<file path="config.mk">
export PLATFORM = sky130hd
export DESIGN_NAME = mem_wb_stage
export DESIGN_NICKNAME = d
export VERILOG_FILES = /design/src/rtl/mem_wb_stage.sv
export SDC_FILE = /design/constraint.sdc
export NUM_CORES = 1
export LEC_CHECK = 0
export CAP_MARGIN = 25
export CORE_ASPECT_RATIO = 0.5
export CORE_UTILIZATION = 49
export DETAILED_ROUTE_END_ITERATION = 8
export GPL_TIMING_DRIVEN = 0
export HOLD_SLACK_MARGIN = 0.05
export PLACE_DENSITY = 0.86
export RECOVER_POWER = 50
export SYNTH_ARGS = -nofsm -noshare
export SYNTH_HDL_FRONTEND = slang
export SYNTH_SLANG_ARGS = --single-unit
</file>
<file path="constraint.sdc">
create_clock -name clk_100MHz -period 3.2 [get_ports clk_100MHz]
set_input_delay 0.48 -clock clk_100MHz [delete_from_list [all_inputs] [get_ports clk_100MHz]]
set_output_delay 0.48 -clock clk_100MHz [all_outputs]
set_load 0.005 [all_outputs]
</file>
<file path="src/rtl/mem_wb_stage.sv">
// ---------------------------------------------------------------------------
// mem_wb_stage
// Memory access and write-back stage of a simple in-order RV32 pipeline.
// ALU results are registered straight to the write-back port. Loads and
// stores go out over a request/ack data-memory port. Loads are
// size-extracted and sign- or zero-extended before write-back.
//
// Ports
//   clk_100MHz, arst_n      : clock, asynchronous active-low reset
//   ex_*_i                  : EX/MEM slot (valid, rd write, rd index, ALU
//                             result / effective address, load/store,
//                             funct3 size code, store data)
//   dmem_req_o/we_o/addr_o  : memory request, held until ack inclusive
//   dmem_wdata_o/wstrb_o    : lane-replicated store data, byte enables
//   dmem_ack_i/rdata_i      : completion strobe and same-cycle read word
//   stall_req_o             : upstream holds EX/MEM while high
//   misalign_o              : one-cycle pulse for a misaligned access
//   w_e_o/w_addr_o/w_data_o : register-file write-back port
// ---------------------------------------------------------------------------
module mem_wb_stage (
    input  logic        clk_100MHz,
    input  logic        arst_n,
    input  logic        ex_valid_i,
    input  logic        ex_w_e_i,
    input  logic [4:0]  ex_w_addr_i,
    input  logic [31:0] ex_alu_result_i,
    input  logic        ex_mem_rd_i,
    input  logic        ex_mem_wr_i,
    input  logic [2:0]  ex_funct3_i,
    input  logic [31:0] ex_store_data_i,
    output logic        dmem_req_o,
    output logic        dmem_we_o,
    output logic [31:0] dmem_addr_o,
    output logic [31:0] dmem_wdata_o,
    output logic [3:0]  dmem_wstrb_o,
    input  logic        dmem_ack_i,
    input  logic [31:0] dmem_rdata_i,
    output logic        stall_req_o,
    output logic        misalign_o,
    output logic        w_e_o,
    output logic [4:0]  w_addr_o,
    output logic [31:0] w_data_o
);

    typedef enum logic {IDLE, BUSY} state_t;

    state_t      state_q, state_d;
    logic        is_mem, misaligned, accept, alu_wb;
    logic [2:0]  funct3_q;
    logic [1:0]  off_q;
    logic [4:0]  rd_q;

    function automatic logic [3:0] store_strb(input logic [2:0] f3, input logic [1:0] off);
        logic [3:0] s;
        case (f3[1:0])
            2'b00:   s = 4'b0001 << off;
            2'b01:   s = 4'b0011 << off;
            default: s = 4'b1111;
        endcase
        return s;
    endfunction

    function automatic logic [31:0] store_lanes(input logic [2:0] f3, input logic [31:0] d);
        logic [31:0] r;
        case (f3[1:0])
            2'b00:   r = {4{d[7:0]}};
            2'b01:   r = {2{d[15:0]}};
            default: r = d;
        endcase
        return r;
    endfunction

    function automatic logic [31:0] load_extract(input logic [2:0] f3, input logic [1:0] off,
                                                 input logic [31:0] d);
        logic signed [7:0]  b;
        logic signed [15:0] h;
        logic [31:0]        r;
        b = d[{off, 3'b000} +: 8];
        h = d[{off[1], 4'b0000} +: 16];
        case (f3)
            3'b000:  r = 32'(b);
            3'b001:  r = 32'(h);
            3'b100:  r = {24'd0, b};
            3'b101:  r = {16'd0, h};
            default: r = d;
        endcase
        return r;
    endfunction

    always_comb begin
        is_mem     = ex_mem_rd_i | ex_mem_wr_i;
        misaligned = ((ex_funct3_i[1:0] == 2'b01) && ex_alu_result_i[0]) ||
                     ((ex_funct3_i == 3'b010) && (ex_alu_result_i[1:0] != 2'b00));
        accept     = ex_valid_i && is_mem && !misaligned;
        alu_wb     = ex_valid_i && !is_mem;
    end

    always_ff @(posedge clk_100MHz or negedge arst_n) begin
        if (!arst_n) state_q <= IDLE;
        else         state_q <= state_d;
    end

    // Stall is gated by reset so it reads 0 while arst_n is low even if EX
    // presents a memory op.
    always_comb begin
        state_d     = state_q;
        stall_req_o = 1'b0;
        case (state_q)
            IDLE: begin
                stall_req_o = arst_n && accept;
                if (accept) state_d = BUSY;
            end
            BUSY: begin
                stall_req_o = arst_n && !dmem_ack_i;
                if (dmem_ack_i) state_d = IDLE;
            end
            default: state_d = IDLE;
        endcase
    end

    // ---- request capture / write-back register stage ----
    always_ff @(posedge clk_100MHz or negedge arst_n) begin
        if (!arst_n) begin
            dmem_req_o   <= 1'b0;
            dmem_we_o    <= 1'b0;
            dmem_addr_o  <= 32'd0;
            dmem_wdata_o <= 32'd0;
            dmem_wstrb_o <= 4'd0;
            funct3_q     <= 3'd0;
            off_q        <= 2'd0;
            rd_q         <= 5'd0;
            misalign_o   <= 1'b0;
            w_e_o        <= 1'b0;
            w_addr_o     <= 5'd0;
            w_data_o     <= 32'd0;
        end else begin
            w_e_o      <= 1'b0;
            misalign_o <= 1'b0;
            if (state_q == IDLE) begin
                misalign_o <= ex_valid_i && is_mem && misaligned;
                if (accept) begin
                    dmem_req_o   <= 1'b1;
                    dmem_we_o    <= ex_mem_wr_i;
                    dmem_addr_o  <= {ex_alu_result_i[31:2], 2'b00};
                    dmem_wdata_o <= store_lanes(ex_funct3_i, ex_store_data_i);
                    dmem_wstrb_o <= ex_mem_wr_i ? store_strb(ex_funct3_i, ex_alu_result_i[1:0]) : 4'd0;
                    funct3_q     <= ex_funct3_i;
                    off_q        <= ex_alu_result_i[1:0];
                    rd_q         <= ex_w_addr_i;
                end else if (alu_wb) begin
                    w_e_o    <= ex_w_e_i && (ex_w_addr_i != 5'd0);
                    w_addr_o <= ex_w_addr_i;
                    w_data_o <= ex_alu_result_i;
                end
            end else if (dmem_ack_i) begin
                dmem_req_o <= 1'b0;
                // Stores never write back; loads only when rd is a real register.
                if (!dmem_we_o) begin
                    w_e_o    <= (rd_q != 5'd0);
                    w_addr_o <= rd_q;
                    w_data_o <= load_extract(funct3_q, off_q, dmem_rdata_i);
                end
            end
        end
    end

endmodule

</file>
# [Word-level counts from Yosys, hierarchy flattened]
# Cells that the tools add are included.
[totals] ff_bits=118 latch_bits=0 wordCells=77 romBits=0 n_memories=0 input_bits=111 out_inout_bits=110 ram_bits=0
[op_classes] muxes=27 n_bitwise=2 magnitude_cmp=0 shifts=4 n_eq_ne=8 add_sub_neg=0 mul=0 n_div=0 n_reduce_logical=23
[op_table] operator="two-way mux 32 bit" n=5
[op_table] operator="one-hot mux 32 bit (4 select lines)" n=1
[op_table] operator="one-hot mux 32 bit (2 select lines)" n=1
[op_table] operator="variable part select 32 x 6 -> 16 bit" n=1
[op_table] operator="variable part select 32 x 6 -> 8 bit" n=1
[op_table] operator="two-way mux 5 bit" n=5
[op_table] operator="two-way mux 1 bit" n=11
[op_table] operator="nonzero test 5 bit" n=2
[op_table] operator="logical AND 1 bit" n=9
[op_table] operator="one-hot mux 4 bit (2 select lines)" n=1
[op_table] operator="equality test 3 bit, second input constant" n=2
[op_table] operator="!= test 2 bit, second input constant" n=3
[op_table] operator="nonzero test 2 bit" n=3
[op_table] operator="two-way mux 4 bit" n=1
[op_table] operator="one-hot mux 1 bit (2 select lines)" n=2
[op_table] operator="AND reduction 2 bit" n=2
[op_table] operator="AND reduction 4 bit" n=1
[op_table] operator="left shift 1 x 2 -> 4 bit, first input constant" n=1
[op_table] operator="left shift 2 x 2 -> 4 bit, first input constant" n=1
[op_table] operator="equality test 3 x 1 -> 1 bit, second input constant" n=1
[op_table] operator="equality test 3 x 2 -> 1 bit, second input constant" n=1
[op_table] operator="zero test 1 bit" n=3
[op_table] operator="zero test 3 bit" n=1
[op_table] operator="equality test 2 x 1 -> 1 bit, second input constant" n=1
[op_table] operator="other kinds (4)" n=4

# [Longest topological paths before layout]
# Gate-level depths: netlist of the first run.
[logic_depth] depth_word=7 depth_mapped=7 depth_no_buf=4

# [Least setup slack after synthesis of the first run]
# OpenSTA, ideal clock, no wires.
[synth_timing] path_kind="input port to output port" start="in ex_funct3_i[0]" end="out stall_req_o" t_required_ps=2720 n_path_buf=3 stages=7 t_arrival_ps=1597 slack_ps=1123 cell_sequence="clkbuf_1 > nand2b_1 > o31a_1 > o211a_1 > buf_6 > buf_6 > o21a_1"
[synth_via] elab_chain_len=7 word_cells_on_any_way=9 classes_between="eq/ne (2); mux (1); reduce/logical (6)"
[synth_rtl] item="start, declared" line="29" source="input logic [2:0] ex_funct3_i,"
[synth_rtl] item="equality test 3 x 2 -> 1 bit or equality test 2 x 1 -> 1 bit (tied branches)" line="93, 92"
[synth_rtl] item="logical AND 1 bit (on tied branches)" line="93, 92"
[synth_rtl] item="logical OR 1 bit (*)" line="92" source="misaligned = ((ex_funct3_i[1:0] == 2'b01) && ex_alu_result_i[0]) ||"
[synth_rtl] item="zero test 1 bit (*)" line="94" source="accept = ex_valid_i && is_mem && !misaligned;"
[synth_rtl] item="logical AND 1 bit (*)" line="94"
[synth_rtl] item="logical AND 1 bit (*)" line="110" source="stall_req_o = arst_n && accept;"
[synth_rtl] item="one-hot mux 1 bit (2 select lines) (*)" line="108" source="case (state_q)"
[synth_rtl] item="end, declared" line="38" source="output logic stall_req_o,"
# Every way passes the cells marked *; elsewhere a longest branch is shown, timed or not.

# [Worst setup path after layout of the first run]
[layout_timing] start="in ex_alu_result_i[0]" end="out stall_req_o"
[layout_via] elab_chain_len=7 word_cells_on_any_way=8 classes_between="mux (1); reduce/logical (7)"
[layout_rtl] item="start, declared" line="26" source="input logic [31:0] ex_alu_result_i,"
[layout_rtl] item="nonzero test 2 bit" line="93" source="((ex_funct3_i == 3'b010) && (ex_alu_result_i[1:0] != 2'b00));"
[layout_rtl] item="logical AND 1 bit" line="93"
[layout_rtl] item="logical OR 1 bit (*)" line="92"
[layout_rtl] item="zero test 1 bit (*)" line="94"
[layout_rtl] item="logical AND 1 bit (*)" line="94"
[layout_rtl] item="logical AND 1 bit (*)" line="110"
[layout_rtl] item="one-hot mux 1 bit (2 select lines) (*)" line="108"
# Marks and branches as above.

==> run_results.csv, run 1 <==
group,metric,value,unit
sta,hold_violations,0,
synth,synth_area_per_cell,11.9,sq um
synth,synthArstFlopShare,1.00,
sta,whs,0.475,ns
synth,synth_top_flop_cell,"dfrtp_1",
floorplanning,io-pin-count,221,
finish,syn_to_final_growth,49.6,%
job,drv_cap,0,
synth,syn_area,6180,sq um
drt,drt_iter0_drc,393,
drt,wl_per_cell,20.7,um
worst_setup_path,cp_slowest_cell,"clkdlybuf4s50_1",
synth,yosysWarnings,0,
clocking,cts_tree,"built",
worst_setup_path,path_max_fanout,10,
floorplanning,die_w,161,um
floorplanning,fp.dieH,81.4,um
worst_setup_path,slowest_delay,0.64,ns
synth,ys_ff_latch,118,
worst_setup_path,end_kind,"output port",
clocking,clkTransAtPathRegs,0.05,ns
clocking,ctsHoldBuffers,1,
synth,seq_area_frac_synth,0.478,
grt,grt_max_degree,98,
synth,synth_cell_types,50,
synth,synth_edf_count,0,
sta,worst_pin_slew,1.05,ns
worst_setup_path,required,2.72,ns
power,cellPowerDensity,748,nW/um^2
outcome,outcome,"finished clean",
synth,synth_area_leader_cell,"dfrtp_1",
finish,nets,871,
power,vdd_ir_drop_max,432,uV
sta,finalCriticalPeriod,3.04,ns
clocking,cts_setup_buffers,0,
finish,final_util,0.767,
power,leakagePower,0.00394,uW
clocking,numCtsBuffers,17,
grt,grt_usage,0.301,
sta,final_max_slew_viol_count,0,
worst_setup_path,start_kind,"input pin",
finish,drive_above_1_share,0.184,
drt,routed_wl,19.4,mm
sta,rsz0062_at_grt,"no",
sta,finalSetupViolations,0,
floorplanning,start_util,0.513,
sta,fmax,329,MHz
grt,antenna_found_initial,0,
synth,synth_top_area_frac,0.478,
grt,grt_pass1_wl,29.7,mm
floorplanning,die-area,13100,sq um
synth,synthTopCellsByArea,"dfrtp_1, mux2_4, mux2i_1, mux2_2, nand2_1",
floorplanning,coreArea,12100,sq um
place,gp_congestion,0.944,
clocking,cts-resized-gates,0,
clocking,clk-insertion-delay-late,0.41,ns
worst_setup_path,ff2ff_setup_slack,0.90,ns
worst_setup_path,worstPathCellList,"clkdlybuf4s50_1 -> nor2_1 -> o31a_1 -> o211a_1 -> buf_6 -> buf_6 -> o21a_1 -> clkdlybuf4s50_1",
clocking,cts-htree-levels,4,
drt,dr.pass1.iters,7,
drt,via_count,5332,
place,port_buffers,217,
drt,via_per_inst,5.70,
sta,finalSetupTns,0,ns
sta,relSlewSlack,0.299,
grt,grt_pass1_vias,5492,
drt,final_antenna_net_count,0,
grt,gr-total-overflow,0,
sta,timing.final.crit_share,0.950,
hold_path,hold_path_class,"flip-flop to flip-flop",
worst_setup_path,crit_arrival,2.56,ns
clocking,clkSinkCount,118,
sta,fin_skew,0.00816,ns
synth,synthCells,521,
clocking,cts_root_buf,"clkbuf_16",
finish,diodes,0,
clocking,clockBufferDepth,2,
drt,drc,0,
place,dp_hpwl,13.8,mm
floorplanning,rows,28,
worst_setup_path,crit_type,"input pin to output port",
==> cell families (layout without fill, tap and decap cells) <==
group / after synthesis / count (layout) / share of synthesized area
flip-flops: 118 / 118 / 0.478
AO/OA/AOI/OAI: 97 / 97 / 0.116
other: 1 / 2 / 0.000607
multiplexers: 116 / 116 / 0.244
buffers and inverters: 48 / 297 / 0.0484
AND/OR/NAND/NOR: 141 / 141 / 0.113
==> layout by cell type (no fill, tap or decap), drive strengths merged, types with 5 or more instances in the layout <==
cell             n
o21ai           20
clkdlybuf4s50  163
a211oi          18
o22a             5
a211o            5
nor3            18
bufinv           5
dlygate4sd3     54
dfrtp          118
a21oi           13
mux2i           28
nand4b           6
nor2            37
mux2            88
nand2           49
o2111ai          6
buf             26
a221oi          13
clkbuf          36
inv              9
nor2b           11
==> routing by layer <==
layer,global-route usage,vias up,share of wire
met5,0,-,0
li1,-,2383,-
met3,0.0827,44,0.084
met2,0.503,292,0.48
met1,0.373,2613,0.41
met4,0.129,0,0.023
==> flip-flops by register name (all words and copies together) (netlist names) <==
| register | flops |
|---|---|
| w_e_o | 1 |
| dmem_wdata_o | 32 |
| funct3_q | 3 |
| w_data_o | 32 |
| state_q | 1 |
| dmem_req_o | 1 |
| dmem_wstrb_o | 4 |
| misalign_o | 1 |
| rd_q | 5 |
| dmem_we_o | 1 |
| w_addr_o | 5 |
| dmem_addr_o | 30 |
| off_q | 2 |
==> layout make-up <==
cell class	instances	area, sq um
Fill cell	792	2810
Tap cell	165	206
Multi-Input combinational cell	356	2930
Clock buffer	21	470
Timing Repair Buffer	219	2210
Clock inverter	9	174
Sequential cell	118	2950
Inverter	9	33.8
Buffer	39	265
==> final timing paths <==
kind                                    startpoint  depth (start not counted)                          end
max                             ex_alu_result_i[0]                          8                  stall_req_o
min                         dmem_req_o$_DFFE_PN0P_                          1       dmem_req_o$_DFFE_PN0P_
max reg2reg                funct3_q[1]$_DFFE_PN0P_                          5      w_data_o[4]$_DFFE_PN0P_
min reg2reg                 dmem_req_o$_DFFE_PN0P_                          1       dmem_req_o$_DFFE_PN0P_
max in group asynchronous                   arst_n                          3  dmem_addr_o[11]$_DFFE_PN0P_
min in group asynchronous                   arst_n                          2  dmem_wdata_o[1]$_DFFE_PN0P_
==> report_power, final <==
group,internal [uW],switching [uW]
logic,1500,1000
clock network,1430,687
registers,2000,299
total,4930,1990
==> per-stage QoR <==
| step | setup WS, ns | area (sq um) | cells | power [uW] |
|---|---|---|---|---|
| 4_1_cts | 0.170 | 9240 | 936 | 7010 |
| 3_5_place_dp | 0.175 | 8590 | 905 | 4860 |
| 3_3_place_gp | -3.06 | 8560 | 904 | 4770 |
| 5_1_grt | 0.0936 | 9240 | 936 | 7210 |
| 2_1_floorplan | 1.12 | 6180 | 522 | 3400 |
| 6_report | 0.160 | 9240 | 936 | 6910 |
==> worst max-delay path: cells and delay by family <==
family	cells	cell delay, ns
buffers and inverters	4	1.39
AOI/OAI and AO/OA	3	0.60
and+or+nand+nor	1	0.09
==> synthesized netlist by cell type, types with 3 or more instances <==
library cell / count
or4_1: 3
clkbuf_1: 15
o21ai_0: 16
nor2_1: 37
nand3_1: 3
o22a_1: 5
a221oi_1: 10
mux2_2: 16
mux2i_1: 28
mux2_1: 9
o211ai_1: 3
a211oi_1: 18
nand2_1: 48
nand2b_1: 3
buf_2: 8
o21ai_1: 4
nand4b_1: 6
inv_1: 9
dfrtp_1: 118
nor3_1: 17
a211o_1: 5
nand3b_1: 4
mux2_4: 63
nor2b_1: 11
buf_6: 12
o2111ai_1: 6
a21oi_1: 12
a221oi_2: 3
Note: power is estimated with default switching activity, not from simulation.
==> run 2: changes to the inputs <==
- CORE_UTILIZATION: 49 -> 61
- DONT_BUFFER_PORTS: not set -> 1
- GPL_ROUTABILITY_DRIVEN: not set -> 1
- PLACE_DENSITY: 0.86 -> 0.77
==> run 2 against run 1 <==
The flow now finishes with violations (hold timing). Critical path depth fell by 4. Final cell count down 26%. Worst hold slack lost 0.72 ns. Sequential power increased by 7%. Count of clock-buffer cells in the layout shrank 4. Setup slack improved by 0.78 ns. Highest routed layer unchanged.
==> run_results.csv, run 2 (synthesis results as in run 1) <==
group,metric,value,unit
worst_setup_path,reg2reg_from,"funct3_q[1]$_DFFE_PN0P_",
drt,drc,0,
floorplanning,die-area,10600,sq um
place,port_buffers,0,
drt,via_count,4467,
finish,diodes,0,
floorplanning,io-pin-count,221,
grt,antenna_found_initial,0,
place,dp_hpwl,12.0,mm
sta,timing.final.crit_share,0.705,
grt,grt_pass1_wl,25.8,mm
clocking,cts-htree-levels,4,
grt,gr-total-overflow,0,
power,cellPowerDensity,824,nW/um^2
floorplanning,fp.dieH,73.2,um
job,drv_cap,0,
sta,finalSetupViolations,0,
worst_setup_path,required,2.72,ns
sta,hold_violations,118,
worst_setup_path,cp_slowest_cell,"clkbuf_1",
sta,fin_skew,0.00631,ns
worst_setup_path,cp_top_family,"buffers and inverters",
drt,drt_iter0_drc,392,
sta,relSlewSlack,0.367,
clocking,cts-resized-gates,0,
drt,wl_met1,6.78,mm
sta,final_max_slew_viol_count,0,
floorplanning,start_util,0.641,
power,p_comb_frac,0.230,
clocking,clkTransAtPathRegs,0.06,ns
floorplanning,die_w,144,um
outcome,violations,"hold timing",
worst_setup_path,cp-startpoint,"state_q$_DFF_PN0_",
finish,syn_to_final_growth,12.5,%
worst_setup_path,crit_arrival,1.78,ns
finish,layout_commonest_cell,"dfrtp_1",
clocking,numCtsBuffers,17,
worst_setup_path,start_kind,"flip-flop",
sta,finalCriticalPeriod,2.26,ns
drt,route.met3.wl,2.05,mm
worst_setup_path,path_max_fanout,10,
sta,whs,-0.241,ns
drt,dr.pass1.iters,4,
place,gp_congestion,0.873,
power,clkPwrFrac,0.342,
finish,mostFrequentLayoutCells,"dfrtp_1, mux2_4, nand2_1",
power,power,5730,uW
sta,fmax,443,MHz
drt,via_per_inst,6.48,
clocking,clkSinkCount,118,
drt,wl_per_cell,24.7,um
power,vdd_ir_drop_max,437,uV
power,switching_power,1800,uW
power,p_int,3930,uW
worst_setup_path,slowest_delay,0.47,ns
floorplanning,coreArea,9630,sq um
drt,top_layer_used,"met4",
finish,nets,652,
worst_setup_path,crit_cells,4,
sta,postLayoutSetupSlackWorst,0.943,ns
floorplanning,rows,25,
drt,final_antenna_net_count,0,
clocking,cts_tree,"built",
worst_setup_path,path_buf_inv,2,
place,post-place-ws,0.970,ns
drt,wl_met2,7.86,mm
clocking,clockBufferDepth,2,
sta,finalSetupTns,0,ns
grt,grt_pass1_vias,4688,
worst_setup_path,crit_type,"flip-flop to output port",
grt,grt_usage,0.334,
drt,routed_wl,17.0,mm
worst_setup_path,reg2reg_depth,5,
clocking,cts_setup_buffers,0,
clocking,clk-insertion-delay-late,0.41,ns
worst_setup_path,end_kind,"output port",
worst_setup_path,worstPathCellList,"inv_1 -> clkbuf_1 -> nor2_1 -> o21a_1",
hold_path,hold_path_class,"input pin to asynchronous set/reset pin",
power,leakagePower,0.00302,uW
outcome,outcome,"complete, but fails checks",
clocking,cts_root_buf,"clkbuf_16",
sta,worst_pin_slew,0.948,ns
finish,drive_above_1_share,0.258,
sta,rsz0062_at_grt,"no",
power,power_frac_seq,0.427,
power,swShare,0.315,
finish,top_regs,"dmem_wdata_o x32, w_data_o x32, dmem_addr_o x30",
grt,grt_max_degree,120,
## run 2: cell types whose count changed in the layout (fill, tap and decap cells not counted), sizes merged
cell           delta
clkbuf            -4
clkinv            +1
buf               -2
dlygate4sd3      -54
bufinv            -2
inv               +4
clkinvlp          +3
clkdlybuf4s50   -163
## run 2: path summary, 6_finish.rpt
path | to | slack (ns)
max | stall_req_o | 0.94
min | dmem_addr_o[26]$_DFFE_PN0P_ | -0.24
max reg2reg | w_data_o[2]$_DFFE_PN0P_ | 1.06
min reg2reg | dmem_addr_o[19]$_DFFE_PN0P_ | 0.51
max in group asynchronous | dmem_wdata_o[9]$_DFFE_PN0P_ | 3.29
min in group clk_100MHz | dmem_addr_o[19]$_DFFE_PN0P_ | 0.20
## run 2: area by class of cell
cell class	instances	area, sq um
sequential	118	2950
clock buffer	17	425
fill	700	2680
multi-input combinational	356	2930
inverter	9	33.8
tap	135	169
buffer	39	265
clock inverter	15	176
## run 2: power groups by stage
stage	clock network, uW	logic (uW)	registers, uW
floorplan	0	1090	2310
CTS	1970	1310	2450
detailed placement	0	1300	2460
global route	2050	1440	2510
global placement	0	1260	2450
finish	1960	1320	2450
## run 2: worst register-to-register path: cells and delay by family (launching register included)
family,cells,cell delay (ns)
AO/OA/AOI/OAI,3,0.63
buffers and inverters,1,0.22
flip-flops,1,0.39
AND/OR/NAND/NOR,1,0.83
## run 2: per-layer routing
metal | vias to the layer above | track usage
met5 | - | 0
met4 | 0 | 0.116
met3 | 31 | 0.126
met2 | 260 | 0.522
met1 | 2241 | 0.428
li1 | 1935 | -
## run 2: stage by stage
stage / std cells / util / hold WS (ns) / area [sq um]
floorplan: 522 / - / 0.184 / 6180
global placement: 657 / 0.659 / 0.187 / 6350
detailed placement: 657 / 0.659 / 0.187 / 6350
CTS: 689 / 0.722 / -0.248 / 6950
global route: 689 / 0.722 / -0.255 / 6950
finish: 689 / 0.722 / -0.241 / 6950
